==> config.mk <==
export PLATFORM = sky130hd
export DESIGN_NAME = mem_access
export DESIGN_NICKNAME = d
export VERILOG_FILES = /design/src/rtl/mem_access.sv
export SDC_FILE = /design/constraint.sdc
export NUM_CORES = 1
export LEC_CHECK = 0
export ABC_CLOCK_PERIOD_IN_PS = 1900
export CAP_MARGIN = 40
export CORE_ASPECT_RATIO = 0.7
export CORE_MARGIN = 8
export CORE_UTILIZATION = 40
export CTS_CLUSTER_DIAMETER = 100
export DETAILED_ROUTE_END_ITERATION = 6
export PLACE_DENSITY = 0.85
export SYNTH_ARGS = -nofsm -noshare
export SYNTH_HDL_FRONTEND = slang
export SYNTH_SLANG_ARGS = --single-unit
export TNS_END_PERCENT = 50
==> constraint.sdc <==
create_clock -name clk -period 1.9 [get_ports clk]
set_input_delay 0.285 -clock clk [delete_from_list [all_inputs] [get_ports clk]]
set_output_delay 0.285 -clock clk [all_outputs]
set_load 0.005 [all_outputs]
==> src/rtl/mem_access.sv <==
// RV32I memory stage: issues req/ack data-memory transactions with byte-lane steering,
// load extension, misalignment checks and a bus timeout, and registers writeback results.
module mem_access #(
    parameter int unsigned TIMEOUT_CYCLES = 16,
    parameter int unsigned CNT_W          = 8
) (
    input  logic        clk,
    input  logic        rst_n,
    input  logic        valid_i,
    input  logic [4:0]  wd_i,
    input  logic        wreg_i,
    input  logic [31:0] wdata_i,
    input  logic [1:0]  mem_op_i,
    input  logic [2:0]  funct3_i,
    input  logic [31:0] store_data_i,
    output logic        stall_o,
    output logic        dmem_req_o,
    output logic        dmem_we_o,
    output logic [31:0] dmem_addr_o,
    output logic [3:0]  dmem_be_o,
    output logic [31:0] dmem_wdata_o,
    input  logic        dmem_ack_i,
    input  logic [31:0] dmem_rdata_i,
    output logic        valid_o,
    output logic [4:0]  wd_o,
    output logic        wreg_o,
    output logic [31:0] wdata_o,
    output logic        err_o
);

    typedef enum logic {ST_IDLE, ST_WAIT} state_t;

    localparam logic [CNT_W-1:0] CNT_ONE  = CNT_W'(1);
    localparam logic [CNT_W-1:0] CNT_LAST = CNT_W'(TIMEOUT_CYCLES - 1);
    localparam logic             TO_EN    = (TIMEOUT_CYCLES != 0);

    state_t           state_q, state_d;
    logic [CNT_W-1:0] cnt_q, cnt_d;

    logic [4:0]  cap_wd_q, cap_wd_d;
    logic        cap_wreg_q, cap_wreg_d;
    logic        cap_load_q, cap_load_d;
    logic [2:0]  cap_f3_q, cap_f3_d;
    logic [1:0]  cap_off_q, cap_off_d;

    logic        req_q, req_d;
    logic        we_q, we_d;
    logic [31:0] addr_q, addr_d;
    logic [3:0]  be_q, be_d;
    logic [31:0] mwdata_q, mwdata_d;
    logic        valid_q, valid_d;
    logic [4:0]  wd_q, wd_d;
    logic        wreg_q, wreg_d;
    logic [31:0] wdata_q, wdata_d;
    logic        err_q, err_d;

    logic        is_load, is_store, f3_legal, aligned;
    logic [3:0]  be_calc;
    logic [31:0] st_calc;
    logic [7:0]  ld_byte;
    logic [15:0] ld_half;
    logic [31:0] ld_ext;

    // Decode the incoming instruction's width, legality, lanes and store data.
    always_comb begin
        is_load  = (mem_op_i == 2'b01);
        is_store = (mem_op_i == 2'b10);
        f3_legal = 1'b0;
        if (is_load) begin
            f3_legal = (funct3_i == 3'b000) || (funct3_i == 3'b001) || (funct3_i == 3'b010) ||
                       (funct3_i == 3'b100) || (funct3_i == 3'b101);
        end else if (is_store) begin
            f3_legal = (funct3_i == 3'b000) || (funct3_i == 3'b001) || (funct3_i == 3'b010);
        end
        case (funct3_i[1:0])
            2'b01:   aligned = ~wdata_i[0];
            2'b10:   aligned = (wdata_i[1:0] == 2'b00);
            default: aligned = 1'b1;
        endcase
        be_calc = 4'b1111;
        st_calc = store_data_i;
        if (is_store) begin
            case (funct3_i[1:0])
                2'b00: begin
                    be_calc = 4'b0001 << wdata_i[1:0];
                    st_calc = {4{store_data_i[7:0]}};
                end
                2'b01: begin
                    be_calc = wdata_i[1] ? 4'b1100 : 4'b0011;
                    st_calc = {2{store_data_i[15:0]}};
                end
                default: begin
                    be_calc = 4'b1111;
                    st_calc = store_data_i;
                end
            endcase
        end
    end

    // Select and extend the addressed lane of the returned read word.
    always_comb begin
        case (cap_off_q)
            2'd0:    ld_byte = dmem_rdata_i[7:0];
            2'd1:    ld_byte = dmem_rdata_i[15:8];
            2'd2:    ld_byte = dmem_rdata_i[23:16];
            default: ld_byte = dmem_rdata_i[31:24];
        endcase
        ld_half = cap_off_q[1] ? dmem_rdata_i[31:16] : dmem_rdata_i[15:0];
        case (cap_f3_q)
            3'b000:  ld_ext = {{24{ld_byte[7]}}, ld_byte};
            3'b001:  ld_ext = {{16{ld_half[15]}}, ld_half};
            3'b100:  ld_ext = {24'b0, ld_byte};
            3'b101:  ld_ext = {16'b0, ld_half};
            default: ld_ext = dmem_rdata_i;
        endcase
    end

    always_comb begin
        state_d    = state_q;
        cnt_d      = cnt_q;
        cap_wd_d   = cap_wd_q;
        cap_wreg_d = cap_wreg_q;
        cap_load_d = cap_load_q;
        cap_f3_d   = cap_f3_q;
        cap_off_d  = cap_off_q;
        req_d      = req_q;
        we_d       = we_q;
        addr_d     = addr_q;
        be_d       = be_q;
        mwdata_d   = mwdata_q;
        valid_d    = 1'b0;
        err_d      = 1'b0;
        wd_d       = wd_q;
        wreg_d     = wreg_q;
        wdata_d    = wdata_q;

        case (state_q)
            ST_IDLE: begin
                if (valid_i) begin
                    if (is_load || is_store) begin
                        if (!f3_legal || !aligned) begin
                            valid_d = 1'b1;
                            err_d   = 1'b1;
                            wd_d    = wd_i;
                            wreg_d  = 1'b0;
                            wdata_d = 32'b0;
                        end else begin
                            cap_wd_d   = wd_i;
                            cap_wreg_d = wreg_i;
                            cap_load_d = is_load;
                            cap_f3_d   = funct3_i;
                            cap_off_d  = wdata_i[1:0];
                            req_d      = 1'b1;
                            we_d       = is_store;
                            addr_d     = {wdata_i[31:2], 2'b00};
                            be_d       = be_calc;
                            mwdata_d   = st_calc;
                            cnt_d      = '0;
                            state_d    = ST_WAIT;
                        end
                    end else begin
                        valid_d = 1'b1;
                        wd_d    = wd_i;
                        wreg_d  = wreg_i;
                        wdata_d = wdata_i;
                    end
                end
            end
            ST_WAIT: begin
                cnt_d = cnt_q + CNT_ONE;
                // Ack takes priority over a timeout landing in the same cycle.
                if (dmem_ack_i) begin
                    req_d   = 1'b0;
                    valid_d = 1'b1;
                    wd_d    = cap_wd_q;
                    wreg_d  = cap_load_q ? cap_wreg_q : 1'b0;
                    wdata_d = cap_load_q ? ld_ext : 32'b0;
                    state_d = ST_IDLE;
                end else if (TO_EN && (cnt_q == CNT_LAST)) begin
                    req_d   = 1'b0;
                    valid_d = 1'b1;
                    err_d   = 1'b1;
                    wd_d    = cap_wd_q;
                    wreg_d  = 1'b0;
                    wdata_d = 32'b0;
                    state_d = ST_IDLE;
                end
            end
            default: state_d = ST_IDLE;
        endcase
    end

    always_ff @(posedge clk) begin
        if (!rst_n) begin
            state_q    <= ST_IDLE;
            cnt_q      <= '0;
            cap_wd_q   <= 5'b0;
            cap_wreg_q <= 1'b0;
            cap_load_q <= 1'b0;
            cap_f3_q   <= 3'b0;
            cap_off_q  <= 2'b0;
            req_q      <= 1'b0;
            we_q       <= 1'b0;
            addr_q     <= 32'b0;
            be_q       <= 4'b0;
            mwdata_q   <= 32'b0;
            valid_q    <= 1'b0;
            wd_q       <= 5'b0;
            wreg_q     <= 1'b0;
            wdata_q    <= 32'b0;
            err_q      <= 1'b0;
        end else begin
            state_q    <= state_d;
            cnt_q      <= cnt_d;
            cap_wd_q   <= cap_wd_d;
            cap_wreg_q <= cap_wreg_d;
            cap_load_q <= cap_load_d;
            cap_f3_q   <= cap_f3_d;
            cap_off_q  <= cap_off_d;
            req_q      <= req_d;
            we_q       <= we_d;
            addr_q     <= addr_d;
            be_q       <= be_d;
            mwdata_q   <= mwdata_d;
            valid_q    <= valid_d;
            wd_q       <= wd_d;
            wreg_q     <= wreg_d;
            wdata_q    <= wdata_d;
            err_q      <= err_d;
        end
    end

    assign stall_o      = (state_q == ST_WAIT);
    assign dmem_req_o   = req_q;
    assign dmem_we_o    = we_q;
    assign dmem_addr_o  = addr_q;
    assign dmem_be_o    = be_q;
    assign dmem_wdata_o = mwdata_q;
    assign valid_o      = valid_q;
    assign wd_o         = wd_q;
    assign wreg_o       = wreg_q;
    assign wdata_o      = wdata_q;
    assign err_o        = err_q;

endmodule
Word-level counts from Yosys, hierarchy flattened:

Index checks and enable logic that the tools add are counted.

* $add $sub $neg: 1
* shift-type cells: 1
* reductions and logical operators: 17
* equality and inequality tests: 19
* multiplexer cells: 56
* bitwise operators: 3

Operators by type and width (number)
* 32-bit 2-to-1 mux: 7
* 32-bit one-hot mux with 2 select lines: 2
* 32-bit one-hot mux with 4 select lines: 1
* 1-bit 2-to-1 mux: 25
* 5-bit 2-to-1 mux: 5
* 8-bit 2-to-1 mux: 3
* 8-bit one-hot mux with 3 select lines: 1
* 16-bit 2-to-1 mux: 1
* 8-bit one-hot mux with 2 select lines: 1
* 3-bit == test (second input constant): 4
* 1-bit one-hot mux with 2 select lines: 6
* 5-bit one-hot mux with 2 select lines: 1
* 8-bit by 1-bit adder with 8-bit output (second input constant): 1
* 8-bit by 4-bit == test with 1-bit output (second input constant): 1
* 4-bit 2-to-1 mux: 2
* 4-bit one-hot mux with 2 select lines: 1
* 4-bit AND reduction: 2
* 2-bit by 1-bit == test with 1-bit output (second input constant): 3
* 2-bit == test (second input constant): 3
* 3-bit by 1-bit == test with 1-bit output (second input constant): 2
* 2-bit logical NOT: 3
* 3-bit logical NOT: 2
* 1-bit logical OR: 6
* 2-bit != test (second input constant): 3
* other kinds (7): 11

* flip-flop bits (word level): 129
* output and inout bits: 111
* word-level logic and storage cells: 114
* input bits: 111

Logic depth before layout (Yosys ltp):

Gate-level depths: netlist of run 1.

* word-level depth: 12
* mapped depth: 10
* gate-level depth less buffers: 7

Least setup slack after synthesis of run 1:

OpenSTA, ideal clock, no wires.

* kind: in2reg
* start point: in funct3_i[1]
* end point: reg wdata_q[15] (netlist: wdata_o[15])
* slack: 0.092 ns
* data required time: 1.766 ns
* arrival time: 1.673 ns
* cell stages on the path: 8
* library setup time: 0.134 ns
* path buffers: 2
* cell sequence: inv_1 -> ha_1 -> o32ai_1 -> a21oi_1 -> a31oi_1 -> buf_2 -> buf_2 -> a211oi_1

* longest elaborated chain between the ends: 10
* elaborated cells on any way between the ends: 19
* those cells by class: eq/ne (7); mux (3); reduce/logical (9)

RTL lines
* from (decl): RTL line 14 `input logic [2:0] funct3_i,`
* 3-bit by 1-bit == test with 1-bit output or 3-bit logical NOT (tied branches): RTL line 70, 73
* 1-bit logical OR (2 in a row): RTL line 70, 73
* 1-bit logical OR: RTL line 70 `f3_legal = (funct3_i == 3'b000) || (funct3_i == 3'b001) || (funct3_i == 3'b010) ||`
* 1-bit logical OR: RTL line 71 `(funct3_i == 3'b100) || (funct3_i == 3'b101);`
* 1-bit 2-to-1 mux: RTL line 69 `if (is_load) begin`
* 1-bit logical NOT: RTL line 141 `if (!f3_legal || !aligned) begin`
* 1-bit logical OR *: RTL line 141
* 3-bit != test (no line) *
* 3-bit AND reduction (no line) *
* to (signal assigned): RTL line 228 `wdata_q <= wdata_d;`
* to (decl): RTL line 54 `logic [31:0] wdata_q, wdata_d;`

Every way passes the cells marked *; elsewhere a longest branch is shown, timed or not.
A chain may end at the register's enable or synchronous reset.

Final worst setup path of run 1:

* start point: in funct3_i[0]
* end point: reg wdata_q[8] (netlist: wdata_o[8])

The elaborated chain is that of the path after synthesis.

==> results of run 1 <==
-- cells by family after synthesis --
group | after synthesis | synth area share
buffers and inverters | 81 | 0.06865
AOI/OAI and AO/OA | 211 | 0.2589
and+or+nand+nor | 249 | 0.1773
xor gates and xnor gates | 4 | 0.005952
DFF | 129 | 0.4387
adders and majority gates | 6 | 0.01275
muxes | 21 | 0.03719
other | 1 | 0.0006370
-- how the worst max path moves through the flow --
| stage | slack (ns) | endpoint | start |
|---|---|---|---|
| final | 0.02 | wdata_o[8] | funct3_i[0] |
| after global routing | -0.001 | wdata_o[11] | funct3_i[1] |
| after CTS | -0.008 | dmem_req_o | mem_op_i[0] |
| after detailed placement | -0.65 | dmem_wdata_o[29] | funct3_i[1] |
| after global placement | -0.48 | dmem_wdata_o[24] | funct3_i[1] |
| after floorplan | 0.09 | wdata_o[15] | funct3_i[1] |
-- repair_timing --
action                     CTS  global route
setup buffers               10             1
pin swaps                    5             5
gates resized for setup     23            21
cloned                       4             0
setup endpoints to repair  126           123
-- power by group --
part | switching, mW | internal (mW) | leakage (nW)
combinational | 0.520 | 0.651 | 2.23
sequential | 0.0555 | 2.80 | 1.05
clock | 1.28 | 2.35 | 0.319
total | 1.85 | 5.81 | 3.60
-- cell usage after synthesis, types with 3 or more instances --
cell type / n / share of area
clkbuf_1: 27 / 0.017
a311oi_1: 24 / 0.036
a21oi_1: 65 / 0.055
nor2b_1: 4 / 0.0043
a221o_1: 5 / 0.0085
a31oi_1: 3 / 0.0032
buf_4: 6 / 0.0077
a211oi_1: 42 / 0.054
o32ai_1: 6 / 0.0089
buf_2: 20 / 0.017
buf_6: 7 / 0.013
a222oi_1: 19 / 0.032
nand2b_1: 4 / 0.0043
o22ai_1: 8 / 0.0085
ha_1: 6 / 0.013
nand3_1: 3 / 0.0025
and3_1: 10 / 0.011
a22o_1: 8 / 0.012
mux2_2: 7 / 0.013
dfxtp_1: 129 / 0.44
xnor2_1: 3 / 0.0045
nor3_1: 10 / 0.0085
inv_1: 18 / 0.011
mux2i_1: 14 / 0.024
nor2_1: 65 / 0.041
nand2_1: 142 / 0.091
o21ai_0: 12 / 0.010
-- layout make-up --
type	instances	area, um2
fillers	1145	4897
multi-input cells	493	3064
repair buffers	296	3017
flip-flops and latches	129	2585
clock buffers	17	425.4
well taps	195	244.0
clock inverters	15	229.0
inverters	19	72.57
diodes	1	2.502
-- per-stage QoR --
stage	worst slack, ns	util	hold slack (ns)
finish	0.01769	0.6631	0.3518
global route	-0.001170	0.6631	0.3455
CTS	-0.008139	0.6560	0.3316
detailed placement	-0.6516	0.5912	0.4459
global placement	-0.4846	0.5912	0.4415
floorplan	0.09242	-	0.4210
-- layer usage --
layer | vias up | GRT usage | wire length (um)
met5 | - | 0 | 0
met3 | 41 | 0.07617 | 1983
met4 | 0 | 0.08535 | 583
li1 | 3065 | - | -
met1 | 3117 | 0.3066 | 10120
met2 | 311 | 0.3487 | 10080
-- worst reg2reg max path: cells and delay by family, from the launching register on --
| kind | cells | cell delay (ns) |
|---|---|---|
| buf+inv | 2 | 0.47 |
| fa+ha+maj | 1 | 0.18 |
| flops | 1 | 0.32 |
| compound gates | 3 | 0.56 |
| simple gates | 1 | 0.19 |
-- registers in the layout (all words and copies together), names as in the netlist --
register	cells
cap_f3_q	3
cap_load_q	1
cap_off_q	2
cap_wd_q	5
cap_wreg_q	1
cnt_q	8
dmem_addr_o	30
dmem_be_o	4
dmem_req_o	1
dmem_wdata_o	32
dmem_we_o	1
err_o	1
stall_o	1
valid_o	1
wd_o	5
wdata_o	32
wreg_o	1
==> metrics.md, run 1 <==
| Metric | Value |
|---|---|
| Req. time, crit path | `2.20 ns` |
| Htree depth | `4` |
| Final hold vios | `0` |
| Crit path time final | `1.882 ns` |
| Critical path depth | `10` |
| ANT nets after route | `0` |
| CTS tree | `built` |
| #FFs+latches synth | `129` |
| Worst vdd ir | `564.9 uV` |
| Commonest non-fill, non-tap cell in the layout | `clkdlybuf4s50_1` |
| Chip height | `117.5 um` |
| Synth warn | `0` |
| Vias | `6,534` |
| Crit path top cell by count | `buf_4` |
| Post-synth top flop | `dfxtp_1` |
| Most frequent cells in the layout | `214 x clkdlybuf4s50_1, 142 x nand2_1, 127 x dfxtp_1` |
| Initial Util | `0.4050` |
| Hold-critical path depth | `3` |
| Mapped Avg Cell Area | `8.386 um2` |
| Fmax | `0.5313 GHz` |
| R2R cell count | `7` |
| Max Slew Vio Count | `0` |
| Clock slew at reported path FFs | `0.06 ns` |
| Final HPWL DP | `16.33 mm` |
| Number of synthesized flops with an enable pin | `0` |
| Hold Buf Count CTS | `0` |
| Placed cell count | `1,117` |
| Async set-reset flop share out of synthesis | `0` |
| Crit path max-delay cell type | `o311ai_4` |
| NumNets Final | `1,073` |
| Overall power | `7.659 mW` |
| Data arrival, critical path | `2.18 ns` |
| GRT Util Overall | `0.2329` |
| Core area | `0.01454 mm2` |
| CP bufs+invs | `6` |
| DP Area | `0.008593 mm2` |
| Crit path largest cell delay | `0.30 ns` |
| Type of destination of the critical path | `register` |
| GRT Residual Overflow | `0` |
| DRC errors left | `0` |
| Initial antenna violation count | `1` |
| Vias in the first global route | `6,319` |
| DR pass1 iterations | `7` |
| Number of CTS-inserted buffers | `17` |
| RR Endpoint | `wdata_o[8]` |
| Die width | `161 um` |
| Crit path max-delay family | `buffers and inverters` |
| Flop-to-flop setup slack | `0.08 ns` |
| Startpoint Class | `primary input` |
| P per Cell Area | `794.5 mW/mm2` |
| Status | `complete, no violations` |
| Largest net degree at the start of global routing | `78` |
| Post-Route WL | `22.77 mm` |
| FP Rows | `37` |
| Crit path cell chain | `dlygate4sd2_1, inv_2, ha_2, inv_1, o311ai_4, buf_4, a31oi_4, buf_4, bufbuf_16, o211a_1` |
| Synth cell types | `53` |
| Port Buffers | `219` |
| Syn-to-layout area delta | `63.74%` |
| I/O pin count | `222` |
| Vias per inst | `5.609` |
| Deepest clock path buffer count | `2` |
| Finished Layout Cells | `1,165` |
| Setup_tns | `0 ns` |
| Post-synthesis sequential area ratio | `0.4387` |
| Placer Congestion | `0.8949` |
| Root Buffer | `clkbuf_16` |
| Ratio of cells with drive above 1 in the final layout | `0.1548` |
| Die ar. | `0.01892 mm2` |
| Max FO, Critical Path | `20` |
| Clock Skew | `0.01070 ns` |
| Worst hold path class | `in2reg` |
| Hold wc startpoint | `funct3_i[1]` |
| Mapped cell area | `0.005887 mm2` |
| Iter 0 DRT Violations | `599` |
| Worst Hold Path EP | `cap_f3_q[1]` |
| Leak Pwr | `3.599 nW` |
| First-pass GRT wire length | `35.53 mm` |
| Max cap viols | `0` |
| DR WL/cell | `19.55 um` |
| Clock sink count | `129` |
| Tcrit/Tclk final | `0.9907` |
| Syn Inst Count | `702` |
| Critical path type | `in2reg` |
| Worst-Skew Late Latency | `0.41 ns` |
| Design area | `0.009639 mm2` |
| Final setup fails | `0` |
| Reg2reg start | `cnt_q[1]` |
Power figures use the tool's default switching activity.
==> inputs of run 2 (changes only) <==
CTS_CLUSTER_DIAMETER = unset   (was 100)
==> results of run 2 <==
The final DEF is identical to that of run 1; final timing and power are the same.
